===== src/rtl/chip_bus_arbiter.sv =====
// ---------------------------------------------------------------------------
// chip_bus_arbiter
//
// Round-robin arbiter that shares the single chip_bus among NUM_REQ masters.
// A master drives the bus only while its grant bit is high. Each ownership is
// limited to MAX_HOLD consecutive cycles (0 = unlimited). At least one dead
// cycle with no grant separates two owners, so bus drivers never overlap.
//
// Parameters:
//   NUM_REQ   number of requesting masters (1..16)
//   MAX_HOLD  maximum consecutive granted cycles per ownership, 0 = no limit
//   ID_W      width of the owner index (derived)
//
// Ports:
//   clock     system clock, all state changes on the rising edge
//   reset     synchronous, active-high reset
//   req       level request vector, bit i belongs to master i
//   gnt       registered one-hot-or-zero grant vector
//   owner     index of the current or most recent owner
//   bus_busy  high whenever any grant is high
//   timeout   one-cycle pulse when an ownership is forcibly revoked
// ---------------------------------------------------------------------------
module chip_bus_arbiter #(
  parameter int  NUM_REQ  = 4,
  parameter int  MAX_HOLD = 8,
  localparam int ID_W     = (NUM_REQ > 1) ? $clog2(NUM_REQ) : 1
) (
  input  logic               clock,
  input  logic               reset,
  input  logic [NUM_REQ-1:0] req,
  output logic [NUM_REQ-1:0] gnt,
  output logic [ID_W-1:0]    owner,
  output logic               bus_busy,
  output logic               timeout
);

  // Counter only has to reach MAX_HOLD-1; it saturates at all-ones.
  localparam int                CNT_W     = (MAX_HOLD > 1) ? $clog2(MAX_HOLD) : 1;
  localparam logic [CNT_W-1:0]  HOLD_LAST = CNT_W'((MAX_HOLD > 0) ? MAX_HOLD - 1 : 0);
  localparam logic [ID_W-1:0]   LAST_RST  = ID_W'(NUM_REQ - 1);

  typedef enum logic [1:0] {
    S_IDLE,
    S_GRANT,
    S_TURN
  } state_t;

  state_t               state_q,    state_d;
  logic [NUM_REQ-1:0]   gnt_q,      gnt_d;
  logic [ID_W-1:0]      owner_q,    owner_d;
  logic [ID_W-1:0]      last_q,     last_d;
  logic [CNT_W-1:0]     hold_cnt_q, hold_cnt_d;
  logic                 timeout_q,  timeout_d;
  logic                 busy_q,     busy_d;

  logic                 arb_found;
  logic [ID_W-1:0]      arb_idx;

  // Index that lies k positions after base, wrapping at NUM_REQ.
  function automatic logic [ID_W-1:0] wrap_idx(input logic [ID_W-1:0] base, input int k);
    int s;
    s = int'(base) + k;
    if (s >= NUM_REQ) s = s - NUM_REQ;
    return ID_W'(s);
  endfunction

  // Round-robin scan: start just after the last winner so it ends up with
  // the lowest priority, and the first requesting index wins.
  always_comb begin
    // NOTE: every variable written here gets a default first, otherwise
    // paths that skip an assignment would infer a latch.
    arb_found = 1'b0;
    arb_idx   = '0;
    for (int k = 1; k <= NUM_REQ; k++) begin
      if (!arb_found && req[wrap_idx(last_q, k)]) begin
        arb_found = 1'b1;
        arb_idx   = wrap_idx(last_q, k);
      end
    end
  end

  always_comb begin
    state_d    = state_q;
    gnt_d      = gnt_q;
    owner_d    = owner_q;
    last_d     = last_q;
    hold_cnt_d = hold_cnt_q;
    timeout_d  = 1'b0;

    unique case (state_q)
      // IDLE and TURN arbitrate identically; TURN exists only so that a
      // release is always followed by at least one cycle with gnt=0.
      S_IDLE, S_TURN: begin
        gnt_d = '0;
        if (arb_found) begin
          gnt_d[arb_idx] = 1'b1;
          owner_d        = arb_idx;
          last_d         = arb_idx;
          hold_cnt_d     = '0;
          state_d        = S_GRANT;
        end else begin
          state_d = S_IDLE;
        end
      end

      S_GRANT: begin
        // A voluntary release takes precedence over the timeout.
        if (!req[owner_q]) begin
          gnt_d   = '0;
          state_d = S_TURN;
        end else if ((MAX_HOLD != 0) && (hold_cnt_q == HOLD_LAST)) begin
          gnt_d     = '0;
          timeout_d = 1'b1;
          state_d   = S_TURN;
        end else if (hold_cnt_q != '1) begin
          hold_cnt_d = hold_cnt_q + 1'b1;
        end
      end

      default: begin
        gnt_d   = '0;
        state_d = S_IDLE;
      end
    endcase

    busy_d = |gnt_d;
  end

  always_ff @(posedge clock) begin
    // NOTE: state registers use non-blocking assignments so every flop
    // samples the pre-edge values regardless of statement order.
    if (reset) begin
      state_q    <= S_IDLE;
      gnt_q      <= '0;
      owner_q    <= '0;
      last_q     <= LAST_RST;
      hold_cnt_q <= '0;
      timeout_q  <= 1'b0;
      busy_q     <= 1'b0;
    end else begin
      state_q    <= state_d;
      gnt_q      <= gnt_d;
      owner_q    <= owner_d;
      last_q     <= last_d;
      hold_cnt_q <= hold_cnt_d;
      timeout_q  <= timeout_d;
      busy_q     <= busy_d;
    end
  end

  assign gnt      = gnt_q;
  assign owner    = owner_q;
  assign bus_busy = busy_q;
  assign timeout  = timeout_q;

endmodule


===== config.mk =====
export PLATFORM = sky130hd
export DESIGN_NAME = chip_bus_arbiter
export DESIGN_NICKNAME = d
export VERILOG_FILES = /design/src/rtl/chip_bus_arbiter.sv
export SDC_FILE = /design/constraint.sdc
export NUM_CORES = 1
export LEC_CHECK = 0
export BUFFER_PORTS_ARGS = -buffer_cell sky130_fd_sc_hd__buf_4
export CAP_MARGIN = 20
export CORE_UTILIZATION = 50
export CTS_CLUSTER_SIZE = 25
export DETAILED_ROUTE_END_ITERATION = 12
export PLACE_DENSITY_LB_ADDON = 0.05
export SYNTH_ARGS = -nofsm -noshare
export SYNTH_HDL_FRONTEND = slang
export SYNTH_SLANG_ARGS = --single-unit
export TNS_END_PERCENT = 5

===== constraint.sdc =====
create_clock -name clock -period 1.7 [get_ports clock]
set_input_delay 0.085 -clock clock [delete_from_list [all_inputs] [get_ports clock]]
set_output_delay 0.085 -clock clock [all_outputs]
set_load 0.05 [all_outputs]

# After elaboration in Yosys (flattened, before gate mapping)
# Index checks and enable logic that the tools add are counted.
# totals
latchBits,0
mem_bits_rw,0
mem_count,0
romBits,0
elab_cells,90
reg_bits,15
input_bits,6
# classes
n_addsub,9
n_reduce_logical,14
shift,0
order_cmp,11
multipliers,0
n_bitwise,2
n_eq_ne,9
n_mux,38
div,0
# ops
op,count
two-way mux 2 bit,10
< comparator 2 x 3 -> 1 bit (second input constant),6
two-way mux 1 bit,12
two-way mux 3 bit,4
two-way mux 4 bit,3
binary-select mux 1 bit (select 2 bit),5
>= comparator 3 bit (second input constant),3
inequality test 2 bit (second input constant),4
one-hot mux 4 bit (2 select lines),1
subtractor 2 x 1 -> 2 bit (second input constant),4
adder 2 x 2 -> 3 bit (second input constant),2
inequality test 3 bit (second input constant),2
one-hot mux 3 bit (2 select lines),1
AND reduction 5 bit,1
adder 2 x 3 -> 4 bit (second input constant),1
>= comparator 4 x 3 -> 1 bit (second input constant),1
logical AND 1 bit,4
one-hot mux 2 bit (2 select lines),1
OR reduction 4 bit,1
adder 2 x 1 -> 3 bit (second input constant),1
adder 3 x 1 -> 3 bit (second input constant),1
== test 3 bit (second input constant),1
logical NOT 1 bit,3
OR reduction 3 bit,1
other kinds (9),10

# Longest topological paths before layout
# Gate-level depths: netlist of run 1.
# logic_depth
ltp_word,22
depth_mapped,5
ltp_nobuf,5

# Least setup slack after synthesis of run 1
# Ideal clock, no wire load.
# synth_timing
path_kind,register to register
from,reg owner_q[0] (netlist: owner[0])
to,reg hold_cnt_q[0]
setup_time_ps,65
path_stages_with_launch,5
n_path_buf,0
required_time_ps,1635
arrival_ps,1782
setup_slack_ps,-147
cell_sequence,dfxtp_1 -> mux4_2 -> nand3b_4 -> mux2_1 -> nor2_1
# synth_between
elab_chain_cells,4
# synth_lines
element,line,rtl
from (decl),50,"logic [ID_W-1:0] owner_q, owner_d;"
from (signal assigned),143,owner_q <= owner_d;
binary-select mux 1 bit (select 2 bit),108,if (!req[owner_q]) begin
two-way mux 1 bit (implied by the code),108,
inequality test 2 bit (no source line),n/a,
AND reduction 5 bit (no source line),n/a,
to (signal assigned),145,hold_cnt_q <= hold_cnt_d;
to (decl),52,"logic [CNT_W-1:0] hold_cnt_q, hold_cnt_d;"
# Every way passes these cells. The select of a mux whose other input is x is not followed.
# A chain may end at the register's enable or synchronous reset.

# Worst setup path after layout of run 1
# Ends and elaborated chain as after synthesis.

==> run summary, run 1 <==
After legalization and detailed placement, the total HPWL measured 985 um. For the final database, setup skew stands at 0.00741 ns. For the pin with the worst max-slew slack, the measured transition is 0.492 ns. The design draws 817 uW.

The clock latency reported for the late side of the worst-skew pair was 0.28 ns; the number of antenna violations at the first check in global routing was 0. The critical path class was reg -> reg. The worst setup path is launched from a flip-flop. After detailed routing, the number of vias per cell comes to 5.72.

The global-route usage over all layers came out at 0.196. Startpoint of the lowest-slack register-to-register path: owner[0]. By area the synthesized netlist is led by dfxtp_1 (44%), a21oi_1 (5.1%), ha_1 (3.7%). STA puts the critical path data arrival time at 1.74 ns. In this run, synthesis inferred 0 flip-flops with an integrated enable.

The run finished with clean final reports. The floorplan has 12 rows. The tools report the initial detailed-routing violation count as 14.

For the netlist area before placement, the log shows 681 sq um. The final-report setup violation count came out at 0. The Yosys warning count is 0.

The CTS H-tree depth came out at 1. In this run the critical register-to-register path is captured at hold_cnt_q[0]. The layout cell share with drive strength beyond 1 was 0.236; the number of endpoints with negative hold slack in the final report was 0.

The share of synthesized area occupied by flip-flops and latches was 0.441; the total number of vias was 589. From bottom edge to top edge, the die measures 38.9 um. Based on the critical path, the design can be clocked at up to 655 MHz. The number of antenna diodes in the final layout is 0. The top cell type by total area after synthesis is dfxtp_1.

The clock slew seen by the registers of the worst setup and hold paths is 0.09 ns, and the final-layout setup total negative slack is 0 ns. Total number of clock tree sinks: 15. STA puts the critical path data required time at 1.91 ns. Number of max-cap violations: 0. The first global-routing pass estimated 2010 um of wire. The worst max-slew margin expressed relative to the limit is 0.669, and the time the worst path needs with I/O delays and setup is 1.53 ns. After clock tree synthesis, the repair step resized 0 gates. Of all nets on the critical path, the largest fanout is 9. The startpoint of the tightest hold check path is reset. The area share of the largest cell type after synthesis came out at 0.441. The most instantiated flip-flop cell in the synthesis netlist is dfxtp_1. For hold timing, the worst endpoint is owner[0]. The number of setup buffers added after CTS is 0.

The fraction of registers with async set or reset after synthesis was 0. Final estimated routing congestion in global placement: 0.727. During I/O placement, the number of pins put on the boundary was 14. The chip width was 38.9 um; the area growth from synthesis to final layout was 19.7%. Clock tree synthesis selected as its root buffer the cell clkbuf_4.

The number of library cell types mapped by synthesis is 29. When the netlist entered floorplanning its net count stood at 82. The tools report the routed wire length as 1280 um. TritonCTS built the clock tree. The total count of max-transition violations in the final report was 0; the routed length per instance was 12.4 um. Counting instances, the worst hold path has a depth of 2. The number of buffers added on ports is 13.

The number of clock buffers added by TritonCTS is 3. Leakage component of the power: 0.334 nW. The floorplan step defined a die boundary enclosing 1510 sq um.

Number of global-route vias before repair: 498. The first detailed-routing pass ran for 4 iterations. Counting instances in the post-synthesis netlist gives the leading cell types as dfxtp_1 (15), a21oi_1 (7), nand2_1 (6), nand3_1 (5).

Dividing total power by cell area gives a power density of 1000 nW/um^2. The final clock period utilization by the worst path is 0.898, and the register-to-register setup slack is 0.17 ns. The tools report the endpoint type of the worst setup path as a flip-flop. Across the VDD grid, the largest voltage drop is 0.555 mV. The clock tree buffer depth was 2; the post-synthesis average cell area was 9.20 sq um. The total overflow left after global routing is 0.

In the post-synthesis netlist, the cell with the most instances is dfxtp_1. In the routed design, unresolved DRC markers number 0. The effective utilization at floorplan is 0.574, and the cell depth of the worst flop-to-flop path is 4. Setup repair after global routing left no endpoint under its margin.

The tightest min-delay check is of the in -> reg type. The number of hold buffers added after cts is 0. For the total core area, the log shows 1190 sq um. The net count of the finished layout is 98.

After synthesis the netlist holds a flip-flop and latch count of 15. The tools report the antenna violation net count after detailed routing as 0. The run gives 74 as the cell count after synthesis. Entering global routing, the biggest net connects 13 pins.

The count of fill cells added during filler insertion was 99.
[power breakdown]
group / switching (mW) / internal, mW / leakage (nW)
Combinational: 0.136 / 0.0793 / 0.195
Clock: 0.107 / 0.0908 / 0.0150
Sequential: 0.0229 / 0.381 / 0.123
Total: 0.265 / 0.551 / 0.334
[worst max path at each step]
stage / slack, ns / end / start
after CTS: 0.17 / hold_cnt_q[0] / owner[0]
after detailed placement: 0.19 / hold_cnt_q[0] / owner[0]
after floorplan: 0.04 / hold_cnt_q[0] / owner[0]
after global routing: 0.12 / hold_cnt_q[0] / state_q[0]
after global placement: 0.23 / hold_cnt_q[0] / owner[0]
final: 0.17 / hold_cnt_q[0] / owner[0]
[area by class of cell]
class | instances | area [sq um] | share of cell area
flip-flops and latches | 15 | 302 | 0.370
multi-input cells | 57 | 372 | 0.456
well taps | 14 | 17.5 | 0.0215
repair buffers | 13 | 97.6 | 0.120
clock buffers | 4 | 26.3 | 0.0323
[registers in the layout, indices dropped and copies added, names as in the netlist]
signal      count
bus_busy        1
gnt             4
hold_cnt_q      3
last_q          2
owner           2
state_q         2
timeout         1
[critical path, cell delays in order (launching register included)]
cell,delay [ns]
dfxtp_2,0.36
mux4_2,0.55
nand3b_4,0.15
mux2_1,0.33
nor2_1,0.08
[cell families after synthesis]
family | Yosys count | synth area share
compound gates | 18 | 0.154
buf+inv | 2 | 0.0129
simple gates | 35 | 0.305
mux | 2 | 0.0496
fa+ha+maj | 2 | 0.0368
flops | 15 | 0.441
[layout by cell type, fill, tap and decap left out]
cell	instances
o21ai_0	3
nand2_1	6
o21a_1	1
ha_1	2
o22ai_1	4
clkbuf_4	3
or2b_1	2
or2_0	1
nor2_1	4
nor3_1	3
nand3b_4	1
dfxtp_1	14
o221ai_1	1
dfxtp_2	1
mux4_2	1
clkbuf_1	1
nor2b_1	3
buf_4	13
or3_1	2
nor4_1	2
nor3b_1	1
nor2b_2	1
or2_1	1
and2_1	1
a211oi_1	1
a21oi_1	7
a31oi_1	1
nand3_1	5
or2_2	1
and4b_1	1
mux2_1	1
[metal layers]
layer,vias to the layer above,wire length [um],GRT usage
li1,304,-,-
met1,270,620,0.249
met2,13,580,0.313
met3,2,64,0.0520
met4,0,11,0.0776
met5,-,0,0
[metrics by stage]
stage          std cells   util  setup slack, ns  hold slack [ns]  area (sq um)
6_report             103  0.687            0.173           0.0537           815
5_1_grt              103  0.687            0.119           0.0581           815
4_1_cts              103  0.687            0.174           0.0561           815
3_5_place_dp          99  0.665            0.191            0.348           788
3_3_place_gp          99  0.665            0.227            0.349           788
2_1_floorplan         74      -           0.0392            0.301           682
(Power assumes the default switching activity.)
==> run 2: changes to the inputs <==
RECOVER_POWER = 50   (was not set)
==> run 2 against run 1 <==
Net effect:
- via count rose by 1.9%
- power fell by 1.9%
- sequential share of layout area rose by 1.3 points
- first-iteration DRC count decreased by 50%
- combinational power is 6% lower
- critical endpoint unchanged
- highest routed layer unchanged
==> run summary, run 2 (synthesis gave the netlist of run 1 again) <==
Number of buffers added on ports: 13 (unchanged). For the total core area, the log shows 1190 sq um (unchanged). For the number of hold buffers added after cts, the log shows 0 (unchanged).

The number of max-cap violations is 0 (unchanged). The startpoint of the lowest-slack register-to-register path was owner[0]. The final routed DRC violation total came out at 0 (unchanged). The register-to-register setup slack was 0.14 ns (-0.03 ns); the worst max-slew margin expressed relative to the limit was 0.588 (-0.0815).

Final estimated routing congestion in global placement: 0.727 (unchanged). The critical path data arrival time is 1.77 ns (+0.03 ns). The run gives 0.660 (-0.0264) as the final cell utilization of the core.

The critical path ends at hold_cnt_q[0]. The cell depth of the worst flop-to-flop path is 4 (unchanged). The run gives 0 (unchanged) as the final-report setup violation count. The antenna violation net count after detailed routing is 0 (unchanged), and the flip-flop count of the largest register, all copies and words added is 4 (unchanged). The run gives 12 (unchanged) as the row count. For the HPWL after detailed placement, the log shows 985 um (unchanged). The clock tree buffer depth is 2 (unchanged). The cell sitting at the root of the clock tree is a clkbuf_4.

The number of global-route vias before repair came out at 498 (unchanged). The worst setup path is of the reg -> reg kind. Instance area after placement: 788 sq um (unchanged). In the layout the commonest cells are dfxtp_1 (15), clkbuf_1 (9), a21oi_1 (7), nand2_1 (6). The tools report the net count of the finished layout as 98 (unchanged).

Endpoint type of the worst setup path: a flip-flop. Number of diodes: 0 (unchanged). The routed wire length was 1290 um (+1.2%); the transition time at the pin with the least slew margin was 0.621 ns (+0.129 ns). In this run the worst hold path is classified as in -> reg. The run gives 0.196 (unchanged) as the global-route usage over all layers.

For the leakage component of the power, the log shows 0.300 nW (-10%). The tools report the peak ir drop on the vdd network as 0.542 mV (-2.4%). Number of cells traversed by the worst hold path: 2 (unchanged). The total power divided by cell area came out at 1020 nW/um^2 (+2.0%).

The final-layout setup total negative slack was 0 ns (unchanged); the total number of clock tree sinks was 15 (unchanged). The run finished with clean final reports. The total count of max-transition violations in the final report is 0 (unchanged).

The chip width came out at 38.9 um (unchanged). In this run the worst setup path begins at owner[0]. The run gives 1.91 ns (about the same) as the endpoint required time on the critical path. The overall die height came out at 38.9 um (unchanged). The total clock buffers created by CTS came out at 3 (unchanged). The final setup skew is 0.00432 ns (-0.00309 ns). The run gives 1510 sq um (unchanged) as the die footprint.

TritonCTS built the clock tree. The effective utilization at floorplan was 0.574 (unchanged); the highest clock rate was 643 MHz (-1.9%). The detailed-routing iteration count for the pre-antenna-repair pass is 4 (unchanged), and the CTS H-tree depth is 1 (unchanged). The routed length per instance came out at 12.6 um (+1.2%). For the clock latency reported for the late side of the worst-skew pair, the log shows 0.27 ns (about the same). Layout cell share with drive strength beyond 1: 0.135 (-0.101).

The run gives 2010 um (unchanged) as the global-route wire length before repair. Setup repair after global routing left no endpoint under its margin. The logs give 0 (unchanged) for the number of antenna violations at the first check in global routing and 0 (unchanged) for the number of setup buffers added after CTS. The time the worst path needs with I/O delays and setup was 1.56 ns (+0.0288 ns). The number of gates resized after CTS was 0 (unchanged); the post-detailed-route via-to-cell ratio was 5.83 (+1.9%). The capture point of the worst reg-to-reg path is hold_cnt_q[0]. The logs give 7 (-7) for the initial detailed-routing violation count and 13 (unchanged) for the maximum number of pins on one net before global-route repair. Commonest non-fill, non-tap cell in the layout: dfxtp_1.

The run gives 0 (unchanged) as the overflow left after global routing. The kind of start point of the critical path is a flip-flop. Compared with the post-synthesis result, the final layout area differs by 15.1%. The final clock period utilization by the worst path was 0.915 (+0.0169). The tools report the number of endpoints with negative hold slack in the final report as 0 (unchanged). The clock slew seen by the registers of the worst setup and hold paths was 0.09 ns (about the same). The total number of vias is 600 (+1.9%). The maximum fanout along the worst path came out at 9 (unchanged).

The logs give 783 sq um (-3.8%) for the final cell area excluding filler cells and 14 (unchanged) for the total I/O pin count.
[run 2: cell count changes in the layout (fill, tap and decap cells not counted)]
| cell | change |
|---|---|
| or2_0 | +1 |
| buf_4 | -8 |
| dfxtp_2 | -1 |
| dfxtp_1 | +1 |
| clkbuf_1 | +8 |
| or2_1 | -1 |
[run 2: worst min-delay path by stage]
stage / start / to
final: reset / owner[1]
after global routing: reset / owner[1]
after CTS: reset / owner[1]
after detailed placement: reset / owner[0]
after global placement: reset / hold_cnt_q[0]
after floorplan: reset / gnt[2]
[run 2: critical path, cell delays in order, from the launching register on]
cell	delay, ns
dfxtp_1	0.37
mux4_2	0.56
nand3b_4	0.15
mux2_1	0.33
nor2_1	0.08
[run 2: metrics by stage]
stage / instances / setup WS [ns] / hold WS (ns) / power, mW
2_1_floorplan: 74 / 0.0392 / 0.301 / 0.567
3_3_place_gp: 99 / 0.227 / 0.349 / 0.625
3_5_place_dp: 99 / 0.191 / 0.348 / 0.627
4_1_cts: 103 / 0.174 / 0.0561 / 0.818
5_1_grt: 103 / 0.0889 / 0.0581 / 0.844
6_report: 103 / 0.144 / 0.0597 / 0.801
[run 2: routing by layer]
layer  GRT usage  wire length [um]
met1       0.249               641
met2       0.313               588
met4      0.0776                 8
met3      0.0520                54
met5           0                 0
[run 2: layout make-up]
cell class                 count  area [sq um]
multi-input combinational     57           372
clock buffer                   4          26.3
tap                           14          17.5
timing repair buffer          13          67.6
fill                         111           403
sequential                    15           300
[run 2: power by group]
| part | total [mW] | switching (mW) | internal, mW |
|---|---|---|---|
| logic | 0.202 | 0.136 | 0.0652 |
| registers | 0.403 | 0.0226 | 0.381 |
| clock network | 0.196 | 0.105 | 0.0909 |
| total | 0.801 | 0.264 | 0.537 |
==> run 3: changes to the inputs <==
REMOVE_ABC_BUFFERS = 1   (was not set)
==> run 3 against run 2 <==
Net effect:
- sequential share of layout area down 0.72 points
- first-iteration DRC count is 86% higher
- clock skew grew 0.00080 ns
- sequential cell count is the same
- combinational power increased by 2%
- largest power group unchanged
- highest routed layer unchanged
==> run summary, run 3 (synthesis gave the netlist of run 1 again) <==
The run finished with clean final reports. For the total I/O pin count, the log shows 14 (unchanged). The time the worst path needs with I/O delays and setup came out at 1.57 ns (+0.0119 ns). The tools report the number of hold buffers added after cts as 0 (unchanged). For the maximum number of pins on one net before global-route repair, the log shows 13 (unchanged). The initial detailed-routing violation count came out at 13 (+6). The tools report the endpoint type of the worst setup path as a flip-flop. For the critical path data arrival time, the log shows 1.80 ns (+0.03 ns).

TritonCTS built the clock tree. In the layout the commonest cells are dfxtp_1 (15), clkbuf_1 (9), a21oi_1 (7), buf_4 (7), nand2_1 (6). For the number of endpoints with negative hold slack in the final report, the log shows 0 (unchanged). Critical path class: reg -> reg. The run gives 0.574 (unchanged) as the effective utilization at floorplan. The instance area after placement came out at 802 sq um (+1.7%). The final routed DRC violation total was 0 (unchanged); the number of global-route vias before repair was 511 (+2.6%).

In this run the clock root is driven by a clkbuf_4. Register-to-register setup slack: 0.13 ns (about the same). Layout cell share with drive strength beyond 1: 0.154 (+0.0190).

For the overflow left after global routing, the log shows 0 (unchanged). Leaving out fill and tap cells, the most frequent cell in the layout is dfxtp_1. Total count of max-transition violations in the final report: 0 (unchanged).

The leakage component of the power was 0.311 nW (+3.5%); the maximum fanout along the worst path was 9 (unchanged). The cell depth of the worst flop-to-flop path is 4 (unchanged), and the number of cells traversed by the worst hold path is 2 (unchanged). The post-layout instance count excluding filler cells came out at 105 (+1.9%).

The tools report the routed wire length as 1340 um (+3.4%). STA classifies the critical path startpoint as a flip-flop. The final-report setup violation count was 0 (unchanged); the clock latency reported for the late side of the worst-skew pair was 0.28 ns (about the same). Routed length per instance: 12.7 um (+1.4%). For the antenna violation net count after detailed routing, the log shows 0 (unchanged). The class of the tightest hold or removal check is in -> reg.

The chip width is 38.9 um (unchanged), and the total core area is 1190 sq um (unchanged). The number of gates resized after CTS is 0 (unchanged). The peak ir drop on the vdd network was 0.668 mV (+23%); the area growth from synthesis to final layout was 17.3%. For the count of fill cells added during filler insertion, the log shows 113 (+1.8%). The final-layout setup total negative slack was 0 ns (unchanged).

The number of antenna violations at the first check in global routing was 0 (unchanged); the number of buffers added on ports was 13 (unchanged). The run gives 813 uW (+1.5%) as the total power of the final layout. The net count of the finished layout is 100 (+2.0%), and the row count is 12 (unchanged). The total clock buffers created by CTS was 3 (unchanged); the post-detailed-route via-to-cell ratio was 5.65 (-3.0%). The global-route wire length before repair was 2280 um (+14%); the worst max-slew margin expressed relative to the limit was 0.603 (+0.0153). The final cell area excluding filler cells is 798 sq um (+1.9%), and the final cell utilization of the core is 0.673 (+0.0127). The total number of vias came out at 593 (-1.2%). The startpoint identified for the worst register-to-register timing path is owner[0]. In this run the critical register-to-register path is captured at hold_cnt_q[0]. The overall die height is 38.9 um (unchanged). The final estimated routing congestion in global placement came out at 0.708 (-2.6%). Startpoint of the tightest hold check path: reset. Number of diodes: 0 (unchanged). The tools report the global-route usage over all layers as 0.223 (+0.0273). The endpoint required time on the critical path was 1.93 ns (+0.02 ns). Setup repair after global routing left no endpoint under its margin.

The transition time at the pin with the least slew margin works out to 0.598 ns (-0.0230 ns). The highest clock rate was 638 MHz (-0.76%). The clock tree buffer depth was 2 (unchanged).

The HPWL after detailed placement is 968 um (-1.7%). The worst-case hold path end point is hold_cnt_q[0]. The tools report the final setup skew as 0.00511 ns (+0.000796 ns). The run gives 1510 sq um (unchanged) as the die footprint. The number of max-cap violations is 0 (unchanged), and the total power divided by cell area is 1020 nW/um^2 (-0.38%). The CTS H-tree depth is 1 (unchanged).

The tools report the placed instance count as 101 (+2.0%). The detailed-routing iteration count for the pre-antenna-repair pass is 4 (unchanged), and the total number of clock tree sinks is 15 (unchanged). The final clock period utilization by the worst path works out to 0.922 (+0.00699).

The flip-flop count of the largest register, all copies and words added works out to 4 (unchanged). The clock slew seen by the registers of the worst setup and hold paths was 0.09 ns (about the same). The number of setup buffers added after CTS is 0 (unchanged).
## run 3: changes by cell type in the layout (fill, tap and decap cells not counted)
cell / before / now
buf_4: 5 / 7
## run 3: report_power, final
part	internal, mW	total (mW)	switching [mW]
sequential	0.381	0.404	0.0231
clock	0.0911	0.204	0.113
combinational	0.0694	0.206	0.136
## run 3: metrics by stage
| stage | setup WS [ns] | hold slack, ns |
|---|---|---|
| after floorplan | -0.146 | 0.154 |
| after global placement | 0.187 | 0.350 |
| after detailed placement | 0.147 | 0.348 |
| after CTS | 0.126 | 0.0409 |
| after global routing | 0.0567 | 0.0493 |
| final | 0.132 | 0.0450 |
## run 3: layer usage
layer  GRT usage  vias up  share of wire
li1            -      308              -
met1       0.315      267           0.52
met2       0.317       16           0.42
met3      0.0520        2          0.054
met4       0.103        0          0.010
met5           0        -              0
## run 3: critical path, cell delays in order, from the launching register on
cell and delay [ns]:
dfxtp_1 0.39, mux4_2 0.57, nand3b_4 0.15, mux2_1 0.33, nor2_1 0.07
## run 3: how the worst max path moves through the flow
stage | to | cells past startpoint | slack, ns | start
3_3_place_gp | hold_cnt_q[0] | 4 | 0.19 | owner[0]
3_5_place_dp | hold_cnt_q[0] | 4 | 0.15 | owner[0]
4_1_cts | hold_cnt_q[0] | 4 | 0.13 | owner[0]
2_1_floorplan | hold_cnt_q[0] | 4 | -0.15 | owner[0]
5_1_grt | hold_cnt_q[0] | 4 | 0.06 | owner[0]
6_report | hold_cnt_q[0] | 4 | 0.13 | owner[0]
## run 3: final cells by class
class                           instances  area, sq um  area share
Multi-Input combinational cell         57          372       0.466
Clock buffer                            4         26.3      0.0329
Tap cell                               14         17.5      0.0219
Timing Repair Buffer                   15         82.6       0.103
Sequential cell                        15          300       0.376
